## config.mk

```make
export PLATFORM = sky130hd
export DESIGN_NAME = gpio_debounce
export DESIGN_NICKNAME = d
export VERILOG_FILES = /design/src/rtl/gpio_debounce_pkg.sv /design/src/rtl/gpio_debounce_bit.sv /design/src/rtl/gpio_debounce.sv
export SDC_FILE = /design/constraint.sdc
export NUM_CORES = 1
export LEC_CHECK = 0
export ABC_AREA = 0
export BUFFER_PORTS_ARGS = -buffer_cell sky130_fd_sc_hd__buf_2
export CORE_MARGIN = 1.5
export CORE_UTILIZATION = 50
export DETAILED_ROUTE_END_ITERATION = 12
export GPL_ROUTABILITY_DRIVEN = 0
export PLACE_DENSITY_LB_ADDON = 0.05
export SYNTH_ARGS = -nofsm -noshare
export SYNTH_HDL_FRONTEND = slang
export SYNTH_SLANG_ARGS = --single-unit
```

## constraint.sdc

```tcl
create_clock -name clk -period 23.2 [get_ports clk]
set_input_delay 5.8 -clock clk [delete_from_list [all_inputs] [get_ports clk]]
set_output_delay 5.8 -clock clk [all_outputs]
set_load 0.005 [all_outputs]
```

## src/rtl/gpio_debounce_pkg.sv

```systemverilog
// Shared constants for the GPIO input conditioning path: default width, debounce
// counter width, and the default stability/prescale values also used by the CPU register map.
package gpio_debounce_pkg;

    localparam int GPIO_WIDTH     = 32;
    localparam int DB_CNT_W       = 4;
    localparam int DEF_STABLE_CNT = 4;
    localparam int DEF_PRESCALE   = 0;

    // Accept once the window counter has seen STABLE_CNT-1 earlier differing ticks.
    function automatic logic window_done(input logic [DB_CNT_W-1:0] cnt, input int stable_cnt);
        return cnt == DB_CNT_W'(stable_cnt - 1);
    endfunction

endpackage

```

## src/rtl/gpio_debounce_bit.sv

```systemverilog
// One GPIO input bit: synchroniser chain, stability-window debouncer and registered edge pulses.
module gpio_debounce_bit
    import gpio_debounce_pkg::*;
#(
    parameter int   SYNC_STAGES = 2,
    parameter int   STABLE_CNT  = DEF_STABLE_CNT,
    parameter logic RESET_BIT   = 1'b0
) (
    input  logic clk,
    input  logic reset,
    input  logic pin,
    input  logic tick,
    output logic clean,
    output logic rise,
    output logic fall
);

    logic [SYNC_STAGES-1:0] sync;
    logic [DB_CNT_W-1:0]    cnt;
    logic                   s;

    assign s = sync[SYNC_STAGES-1];

    always_ff @(posedge clk or posedge reset) begin
        if (reset) begin
            sync <= {SYNC_STAGES{RESET_BIT}};
        end else begin
            sync <= {sync[SYNC_STAGES-2:0], pin};
        end
    end

    // A sample matching the clean level restarts the window, so any glitch is forgotten.
    always_ff @(posedge clk or posedge reset) begin
        if (reset) begin
            clean <= RESET_BIT;
            cnt   <= '0;
            rise  <= 1'b0;
            fall  <= 1'b0;
        end else begin
            rise <= 1'b0;
            fall <= 1'b0;
            if (s == clean) begin
                cnt <= '0;
            end else if (tick) begin
                if (window_done(cnt, STABLE_CNT)) begin
                    clean <= s;
                    cnt   <= '0;
                    rise  <= s;
                    fall  <= ~s;
                end else begin
                    cnt <= cnt + DB_CNT_W'(1);
                end
            end
        end
    end

endmodule

```

## src/rtl/gpio_debounce.sv

```systemverilog
// GPIO input conditioning: per-bit sync + debounce, shared sample-tick prescaler, and
// optional sticky edge capture with level interrupt (enabled by GPIO_DEBOUNCE_IRQ_EN).
module gpio_debounce
    import gpio_debounce_pkg::*;
#(
    parameter int               WIDTH       = GPIO_WIDTH,
    parameter int               SYNC_STAGES = 2,
    parameter int               PRESCALE_W  = 16,
    parameter int               STABLE_CNT  = DEF_STABLE_CNT,
    parameter logic [WIDTH-1:0] RESET_VAL   = '0
) (
    input  logic                  clk,
    input  logic                  reset,
    input  logic [WIDTH-1:0]      pin_in,
    input  logic [PRESCALE_W-1:0] prescale,
    output logic [WIDTH-1:0]      clean_out,
    output logic [WIDTH-1:0]      rise,
    output logic [WIDTH-1:0]      fall
`ifdef GPIO_DEBOUNCE_IRQ_EN
    ,
    input  logic [WIDTH-1:0]      irq_rise_en,
    input  logic [WIDTH-1:0]      irq_fall_en,
    input  logic [WIDTH-1:0]      irq_clr,
    output logic [WIDTH-1:0]      irq_status,
    output logic                  irq
`endif
);

    logic [PRESCALE_W-1:0] pc;
    logic                  tick;

    // Comparing with >= lets a lowered prescale take effect on the very next cycle.
    assign tick = (pc >= prescale);

    always_ff @(posedge clk or posedge reset) begin
        if (reset) begin
            pc <= '0;
        end else if (tick) begin
            pc <= '0;
        end else begin
            pc <= pc + PRESCALE_W'(1);
        end
    end

    for (genvar i = 0; i < WIDTH; i++) begin : gen_bit
        gpio_debounce_bit #(
            .SYNC_STAGES (SYNC_STAGES),
            .STABLE_CNT  (STABLE_CNT),
            .RESET_BIT   (RESET_VAL[i])
        ) u_bit (
            .clk   (clk),
            .reset (reset),
            .pin   (pin_in[i]),
            .tick  (tick),
            .clean (clean_out[i]),
            .rise  (rise[i]),
            .fall  (fall[i])
        );
    end

`ifdef GPIO_DEBOUNCE_IRQ_EN
    logic [WIDTH-1:0] capture;

    assign capture = (rise & irq_rise_en) | (fall & irq_fall_en);

    // New captures take priority over a write-1-to-clear in the same cycle.
    always_ff @(posedge clk or posedge reset) begin
        if (reset) begin
            irq_status <= '0;
            irq        <= 1'b0;
        end else begin
            irq_status <= (irq_status & ~irq_clr) | capture;
            irq        <= |irq_status;
        end
    end
`endif

endmodule
```

==> results.yml, run 1 <==
global_route:
  grt_max_degree: 98
  grt_pass1_vias: 9843
  antenna_found_initial: 0
  overflow: 0
  track_usage_pct: 19.27
  grt_pass1_wl_mm: 49.42
setup_path:
  start_kind: "input pin"
  slowest_delay_ps: 750
  cp_max_fo: 97
  crit_start: "prescale[15]"
  timing.rr.start: "pc[13]"
  rr_worst_depth: 8
  cp-end-kind: "register"
  path_cells: "buf_2 > inv_1 > ha_1 > nand4_1 > nor4_1 > and3_4 > buf_4 > nor3_4 > buf_4 > mux2i_1"
  crit_required_ps: 23550
  critPathSlowestCell: "buf_4"
  regToRegEndpoint: "gen_bit[17].u_bit.cnt[1]"
  crit_top_cell: "buf_4"
  arrival_ps: 8760
  r2r_slack_ps: 19760
  crit_type: "input pin to register"
yosys:
  synth-edff-count: 0
  synth-async-reset-ratio_pct: 100.0
  ys_seq_elements: 304
  syn_inst: 1350
  synth_ff_type: "dfrtp_1"
  synth_nets: 1449
  netlist_area_sq_mm: 0.01512
  ys_types: 42
  synth_warnings: 0
  syn_avg_cell_area_sq_um: 11.20
  seq_area_frac_synth_pct: 50.32
timing:
  post-route-period-util_pct: 36.24
  worst_slack_ps: 14790
  hold_ws_ps: 344.0
  tightest_slew_ps: 1097
  finalHoldViolCount: 0
  period_needed_ps: 8407
  max_slew_margin_pct: 26.86
  fmaxAchievable_mhz: 118.9
  final-setup-viol-count: 0
  setup_tns_ps: 0
  skew_ps: 13.85
  rsz0062_at_grt: "false"
  finalMaxSlewViolations: 0
power_and_ir_drop:
  p_leak_nw: 8.710
  vdd_drop_max_v: 0.00005501
  p_per_area_mw_per_mm2: 75.87
die:
  dieArea_sq_mm: 0.03129
  start_util_pct: 50.87
  die_w_um: 176.9
  rows: 63
  io_pins: 146
  coreArea_sq_mm: 0.02972
  die_y_um: 176.9
clocking:
  cts_setup_buffers: 0
  cts_tree: "done"
  clkTransAtPathRegs_ps: 60
  h-tree-depth: 2
  root_buffer: "clkbuf_16"
  clkSinkCount: 304
  cts_buffers: 35
  clock_path_buffers: 3
  holdBufCountCts: 0
  cts_resized: 0
  clk_latency_ps: 500
hold_path:
  hold_class: "register to register"
  worstHoldPathCells: 0
  holdPathEnd: "gen_bit[13].u_bit.sync[1]"
  hold_start: "gen_bit[13].u_bit.sync[0]"
routing:
  ant_nets: 0
  routedWlPerCell_um: 16.35
  route.detailed.drc: 0
  vias_per_cell: 5.623
  drt_first_pass_iters: 5
  drt_wl_total_mm: 29.56
  drt_iter0_markers: 543
  num_vias: 10170
status:
  status: "finished clean"
placed_design:
  detailed_place_hpwl_mm: 17.41
  io_buffers: 145
  place_ws_ps: 14280
cells_and_area:
  area_growth_pct: 9.998
  fin_nets: 1494
  antenna_cells: 0
  drive_gt1_share_pct: 18.83
run:
  maxCapViolCount: 0
-- how the worst max path moves through the flow --
stage          slack, ps                  endpoint  depth (start not counted)
5_1_grt            14610  gen_bit[25].u_bit.cnt[0]                         10
2_1_floorplan       9000    gen_bit[0].u_bit.clean                          1
3_5_place_dp       14280  gen_bit[28].u_bit.cnt[2]                          9
4_1_cts            14820  gen_bit[11].u_bit.cnt[2]                          9
6_report           14790  gen_bit[17].u_bit.cnt[1]                         10
3_3_place_gp       14310  gen_bit[31].u_bit.cnt[2]                          9
-- metal layers --
metal / wire [um] / track usage (%)
met1: 14220 / 26.58
met2: 13780 / 31.73
met3: 1041 / 3.007
met4: 524 / 4.944
met5: 0 / 0
-- critical path: cells and delay by family --
family / cells / cell delay, ps
buffers and inverters: 4 / 1220
and+or+nand+nor: 4 / 1110
adders and majority gates: 1 / 300
muxes: 1 / 200
-- layout by cell type, fill, tap and decap left out, types with 37 or more instances in the layout --
| master | instances |
|---|---|
| dfrtp_1 | 304 |
| nand2_1 | 152 |
| buf_2 | 145 |
| nand3_1 | 70 |
| mux2i_1 | 64 |
| and3b_1 | 64 |
| ha_1 | 49 |
| xor2_1 | 40 |
| a21oi_1 | 39 |
| clkbuf_16 | 37 |
-- sequential cells by signal (all words and copies together), names as in the netlist --
| name | count |
|---|---|
| gen_bit.u_bit.clean | 32 |
| gen_bit.u_bit.cnt | 128 |
| gen_bit.u_bit.fall | 32 |
| gen_bit.u_bit.rise | 32 |
| gen_bit.u_bit.sync | 64 |
| pc | 16 |
-- report_power, final --
| part | leakage [nW] | switching, mW | internal, mW |
|---|---|---|---|
| Clock | 0.577 | 0.209 | 0.341 |
| Combinational | 4.06 | 0.0793 | 0.0476 |
| Sequential | 4.08 | 0.0285 | 0.557 |
-- logic make-up after synthesis --
family | share of synthesized area [%]
AO/OA/AOI/OAI | 10.23
adder cells (fa/ha/maj) | 4.055
XOR/XNOR | 2.607
AND/OR/NAND/NOR | 19.01
flip-flops | 50.32
multiplexers | 6.621
buffers and inverters | 7.159
-- cells in the mapped netlist, drive strengths merged (5+ instances only) --
master | instances | area, sq um
nand3 | 72 | 360.4
nand2 | 152 | 570.6
nand3b | 32 | 240.2
clkbuf | 27 | 101.4
inv | 17 | 63.81
or3b | 16 | 140.1
and3 | 36 | 225.2
a21boi | 32 | 240.2
nand4 | 5 | 31.28
a21oi | 39 | 195.2
nor3b | 32 | 240.2
and4b | 32 | 320.3
mux2 | 32 | 360.4
ha | 49 | 613.1
and3b | 64 | 560.5
a31oi | 32 | 200.2
buf | 122 | 917.1
xor2 | 40 | 350.3
a32o | 32 | 320.3
mux2i | 64 | 640.6
nor2 | 33 | 123.9
dfrtp | 304 | 7607
xnor2 | 5 | 43.79
o31ai | 32 | 240.2
o311ai | 32 | 280.3
-- area by class of cell --
cell class | count | area, sq um
clock inverters | 7 | 85.08
repair buffers | 157 | 815.8
inverters | 17 | 71.32
fillers | 2545 | 13090
flip-flops and latches | 304 | 7607
clock buffers | 53 | 1076
well taps | 390 | 488.0
multi-input cells | 880 | 6486
-- stage by stage --
stage / instances / total power [mW] / util (%) / area (sq um)
2_1_floorplan: 1350 / 0.6852 / - / 15120
6_report: 1808 / 1.262 / 55.96 / 16630
3_5_place_dp: 1748 / 0.7236 / 52.05 / 15470
3_3_place_gp: 1748 / 0.7208 / 52.05 / 15470
4_1_cts: 1808 / 1.281 / 55.96 / 16630
5_1_grt: 1808 / 1.327 / 55.96 / 16630
(Power assumes the default switching activity.)
==> run 2, diff against run 1 <==
Settings changed: ABC_AREA 0 to 1.
Clock period 23.2 ns to 8.8 ns, I/O delays scaled along.
==> run 2 against run 1 <==
Net effect: global-route usage fell by 2.6 points; setup slack worse by 11000 ps; total power rose to 2.6 times the previous value; flip-flop and latch count unchanged; first-iteration DRC count is 9.0% lower; die area shrank 6.6%; non-clock buffer count is 7 lower; synthesized area down 6.7%; synthesized cell count is 12% higher; combinational power increased by 140%; cell count grew 9.5%; largest cell class unchanged.
==> results.yml, run 2 <==
global_route:
  overflow: 0
  track_usage_pct: 16.71
  grt_pass1_vias: 9170
  antenna_found_initial: 0
  grt_max_degree: 156
  grt_pass1_wl_mm: 40.82
routing:
  drt_first_pass_iters: 4
  drt_iter0_markers: 494
  drt_wl_total_mm: 23.28
  num_vias: 9476
  vias_per_cell: 4.786
  routedWlPerCell_um: 11.76
  route.detailed.drc: 0
  ant_nets: 0
die:
  io_pins: 146
  rows: 61
  die_w_um: 170.9
  dieArea_sq_mm: 0.02922
  start_util_pct: 50.75
  die_y_um: 170.9
  coreArea_sq_mm: 0.02778
cells_and_area:
  layout_common_cells: "nand2_1 (381), dfrtp_1 (304), nand3_1 (146)"
  area_growth_pct: 11.02
  drive_gt1_share_pct: 14.54
  largest_reg_flops: 128
  top_register: "gen_bit.u_bit.cnt"
  antenna_cells: 0
  reg.largest.list: "gen_bit.u_bit.cnt x128, gen_bit.u_bit.sync x64"
  final_common_cell: "nand2_1"
  fin_nets: 1676
  fin_cells: 1980
timing:
  max_slew_margin_pct: 41.92
  rsz0062_at_grt: "false"
  period_needed_ps: 4529
  final-setup-viol-count: 0
  finalMaxSlewViolations: 0
  fmaxAchievable_mhz: 220.8
  post-route-period-util_pct: 51.47
  finalHoldViolCount: 0
  tightest_slew_ps: 871.2
  setup_tns_ps: 0
  hold_ws_ps: 346.5
  skew_ps: 19.57
status:
  status: "finished clean"
yosys:
  netlist_area_sq_mm: 0.01410
  synth_top_area_share_pct: 53.95
  syn_inst: 1512
  synth_ff_type: "dfrtp_1"
  synth_warnings: 0
  synth.area.top_cells: "dfrtp_1 (54%), nand2_1 (10%), buf_4 (5.4%), nand3_1 (5.2%), ha_1 (4.3%)"
  syn_avg_cell_area_sq_um: 9.325
  yosysTopAreaCell: "dfrtp_1"
  ys_types: 28
  yosysMostFrequentCell: "nand2_1"
  synth-edff-count: 0
  seq_area_frac_synth_pct: 53.95
  synth_common_cells: "nand2_1 (381), dfrtp_1 (304), nand3_1 (146)"
  synth-async-reset-ratio_pct: 100.0
  synth_nets: 1611
  ys_seq_elements: 304
clocking:
  clk_latency_ps: 510
  cts_buffers: 35
  clkSinkCount: 304
  cts_tree: "done"
  cts_setup_buffers: 0
  root_buffer: "clkbuf_16"
  clock_path_buffers: 3
  clkTransAtPathRegs_ps: 50
  cts_resized: 0
  holdBufCountCts: 0
  h-tree-depth: 2
setup_path:
  crit_type: "input pin to register"
  cp-end-kind: "register"
  crit_buf_inv: 3
  critPathSlowestCell: "buf_4"
  arrival_ps: 4920
  start_kind: "input pin"
  path_delay_family: "simple AND/OR/NAND/NOR gates"
  path_cells: "buf_2 > inv_1 > ha_1 > nand2_1 > nor2_1 > nor2_1 > nand2_1 > nand2_1 > nand2_1 > nand2_1 > nand2_8 > buf_4 > nand3_1 > nand2_1 > nand2_1"
  crit_top_cell: "nand2_1"
  cp_max_fo: 139
  crit_required_ps: 9190
  slowest_delay_ps: 700
placed_design:
  dpl.cell_count: 1918
  io_buffers: 145
  detailed_place_hpwl_mm: 15.37
power_and_ir_drop:
  power_mw: 3.274
  vdd_drop_max_v: 0.0001542
  p_per_area_mw_per_mm2: 209.2
  p_leak_nw: 8.942
run:
  maxCapViolCount: 0
hold_path:
  hold_class: "register to register"
run 2: path summary, 6_finish.rpt:
path	from	end	slack, ps	cells after the start
min in group asynchronous	reset	gen_bit[8].u_bit.sync[0]	1830	2
worst min register to register	gen_bit[7].u_bit.sync[0]	gen_bit[7].u_bit.sync[1]	350	0
worst min-delay path	gen_bit[7].u_bit.sync[0]	gen_bit[7].u_bit.sync[1]	350	0
max in group asynchronous	reset	gen_bit[30].u_bit.sync[0]	5660	3
worst max-delay path	prescale[3]	gen_bit[1].u_bit.clean	4270	15
worst max register to register	pc[11]	gen_bit[1].u_bit.clean	5600	9
run 2: worst reg2reg max path, cell delays in order, from the launching register on:
cell and delay (ps):
dfrtp_1 460, ha_1 350, nand4_1 110, nor3_1 160
nand2_1 200, nand2_8 650, buf_4 780, nand3_1 230
nand2_1 100, nand2_1 50
run 2: where the power goes:
| group | total [mW] | switching [mW] | internal (mW) | leakage [nW] |
|---|---|---|---|---|
| combinational | 0.299 | 0.200 | 0.0991 | 4.29 |
| clock | 1.45 | 0.548 | 0.901 | 0.574 |
| sequential | 1.53 | 0.0622 | 1.46 | 4.07 |
| total | 3.27 | 0.810 | 2.46 | 8.94 |
run 2: logic make-up (layout without fill, tap and decap cells):
logic type      Yosys count  after routing  synth area share (%)
simple gates            787            787                 25.20
flops                   304            304                 53.95
buf+inv                 256            346                 9.877
xor+xnor                 91             91                 5.653
fa+ha+maj                49             49                 4.348
compound gates           25             25                0.9672
run 2: area by class of cell:
cell class | instances | area, sq um
multi-input combinational | 952 | 5114
tap | 378 | 473.0
clock inverter | 10 | 146.4
clock buffer | 52 | 1031
timing repair buffer | 150 | 775.7
fill | 2541 | 12130
inverter | 134 | 506.7
sequential | 304 | 7607
run 2: stage by stage:
stage	utilization, %	instance area, sq um	worst slack (ps)
floorplan	-	14100	2557
global placement	52.11	14480	3827
detailed placement	52.11	14480	3729
CTS	56.35	15650	4273
global route	56.35	15650	3976
finish	56.35	15650	4271
run 2: routing by layer:
layer | vias to the layer above | global-route usage (%) | part of all wire [%]
met5 | - | 0 | 0
met4 | 0 | 4.882 | 2.0
met3 | 31 | 3.354 | 3.9
met2 | 141 | 28.15 | 46
met1 | 4430 | 21.86 | 48
li1 | 4874 | - | -
==> run 3, diff against run 2 <==
Settings changed: ABC_AREA 1 to 0.
Clock period 8.8 ns to 4.6 ns, I/O delays scaled along.
==> run 3 against run 2 <==
Net effect: highest routed layer unchanged; non-clock buffer count is 9 higher; largest cell class unchanged; global-route usage up 2.8 points; setup slack got worse by 3200 ps; utilization decreased by 0.11 points.
==> results.yml, run 3 (synthesis results as in run 1) <==
setup_path:
  arrival_ps: 3910
  crit_type: "input pin to register"
  crit_required_ps: 4990
  critPathSlowestCell: "nor4_1"
  start_kind: "input pin"
  slowest_delay_ps: 540
  cp-end-kind: "register"
  cp_max_fo: 23
  path_cells: "buf_2 > inv_1 > ha_1 > nand4_1 > nor4_1 > nand3_2 > buf_4 > a31oi_1 > mux2_2"
die:
  dieArea_sq_mm: 0.03129
  die_y_um: 176.9
  io_pins: 146
  start_util_pct: 50.87
  rows: 63
  die_w_um: 176.9
  coreArea_sq_mm: 0.02972
placed_design:
  dpl.cell_count: 1750
  detailed_place_hpwl_mm: 17.84
  io_buffers: 145
global_route:
  overflow: 0
  grt_max_degree: 156
  track_usage_pct: 19.53
  antenna_found_initial: 0
  grt_pass1_wl_mm: 49.89
  grt_pass1_vias: 10370
timing:
  post-route-period-util_pct: 76.42
  setup_tns_ps: 0
  fmaxAchievable_mhz: 284.5
  skew_ps: 13.13
  tightest_slew_ps: 1043
  finalMaxSlewViolations: 0
  period_needed_ps: 3515
  rsz0062_at_grt: "false"
  max_slew_margin_pct: 30.49
  finalHoldViolCount: 0
  final-setup-viol-count: 0
clocking:
  clkTransAtPathRegs_ps: 60
  holdBufCountCts: 0
  clock_path_buffers: 3
  cts_tree: "done"
  cts_resized: 0
  root_buffer: "clkbuf_16"
  h-tree-depth: 2
  clkSinkCount: 304
  cts_buffers: 36
  clk_latency_ps: 510
  cts_setup_buffers: 0
power_and_ir_drop:
  p_per_area_mw_per_mm2: 382.5
  power_mw: 6.392
  p_leak_nw: 8.745
  vdd_drop_max_v: 0.0002785
cells_and_area:
  drive_gt1_share_pct: 19.16
  largest_reg_flops: 128
  final_common_cell: "dfrtp_1"
  top_register: "gen_bit.u_bit.cnt"
  reg.largest.list: "gen_bit.u_bit.cnt x128, gen_bit.u_bit.sync x64"
  fin_nets: 1497
  n_fill_cell: 2606
  area_growth_pct: 10.54
  fin_cells: 1815
  antenna_cells: 0
  post-route-util_pct: 56.24
  layout_common_cells: "dfrtp_1 (304), nand2_1 (152), buf_2 (145)"
routing:
  drt_wl_total_mm: 29.70
  routedWlPerCell_um: 16.36
  route.detailed.drc: 0
  drt_iter0_markers: 562
  ant_nets: 0
  drt_first_pass_iters: 4
  vias_per_cell: 5.660
  num_vias: 10270
status:
  status: "finished clean"
hold_path:
  hold_class: "register to register"
run:
  maxCapViolCount: 0
-- run 3: final timing paths --
| check | start | cells after the start | to | slack (ps) |
|---|---|---|---|---|
| setup / recovery | prescale[15] | 9 | gen_bit[11].u_bit.clean | 1080 |
| hold / removal | gen_bit[0].u_bit.sync[0] | 0 | gen_bit[0].u_bit.sync[1] | 340 |
| setup reg to reg | pc[13] | 7 | gen_bit[11].u_bit.clean | 1360 |
| hold reg to reg | gen_bit[0].u_bit.sync[0] | 0 | gen_bit[0].u_bit.sync[1] | 340 |
| max in group asynchronous | reset | 3 | gen_bit[21].u_bit.cnt[3] | 2950 |
| min in group asynchronous | reset | 3 | gen_bit[3].u_bit.fall | 810 |
-- run 3: worst max-delay path: cells and delay by family --
family	cells	cell delay [ps]
compound gates	1	350
buf+inv	3	510
simple gates	3	1220
fa+ha+maj	1	300
mux	1	370
-- run 3: per-layer routing --
metal / wire [um] / vias up / track usage [%]
met5: 0 / - / 0
met4: 675 / 0 / 6.427
met3: 1124 / 45 / 2.771
met2: 14040 / 179 / 33.07
met1: 13860 / 5100 / 25.79
li1: - / 4949 / -
-- run 3: cell type report --
cell class	instances	area (sq um)	share of cell area [%]
Multi-Input combinational cell	880	6486	38.81
Clock buffer	55	1094	6.543
Tap cell	390	488.0	2.920
Clock inverter	10	88.84	0.5316
Inverter	17	67.56	0.4043
Sequential cell	304	7607	45.52
Timing Repair Buffer	159	880.8	5.271
-- run 3: where the power goes --
part	total [mW]	internal (mW)	leakage (nW)	switching [mW]
logic	0.654	0.249	4.08	0.405
registers	2.95	2.81	4.08	0.143
clock network	2.79	1.70	0.590	1.09
total	6.39	4.76	8.75	1.63
-- run 3: per-stage QoR --
stage	setup slack [ps]	hold WS, ps	instance area, sq um
4_1_cts	1136	347.4	16710
6_report	1085	344.8	16710
3_3_place_gp	716.9	331.6	15530
3_5_place_dp	620.5	334.7	15530
2_1_floorplan	-593.0	331.2	15120
5_1_grt	939.4	351.3	16710
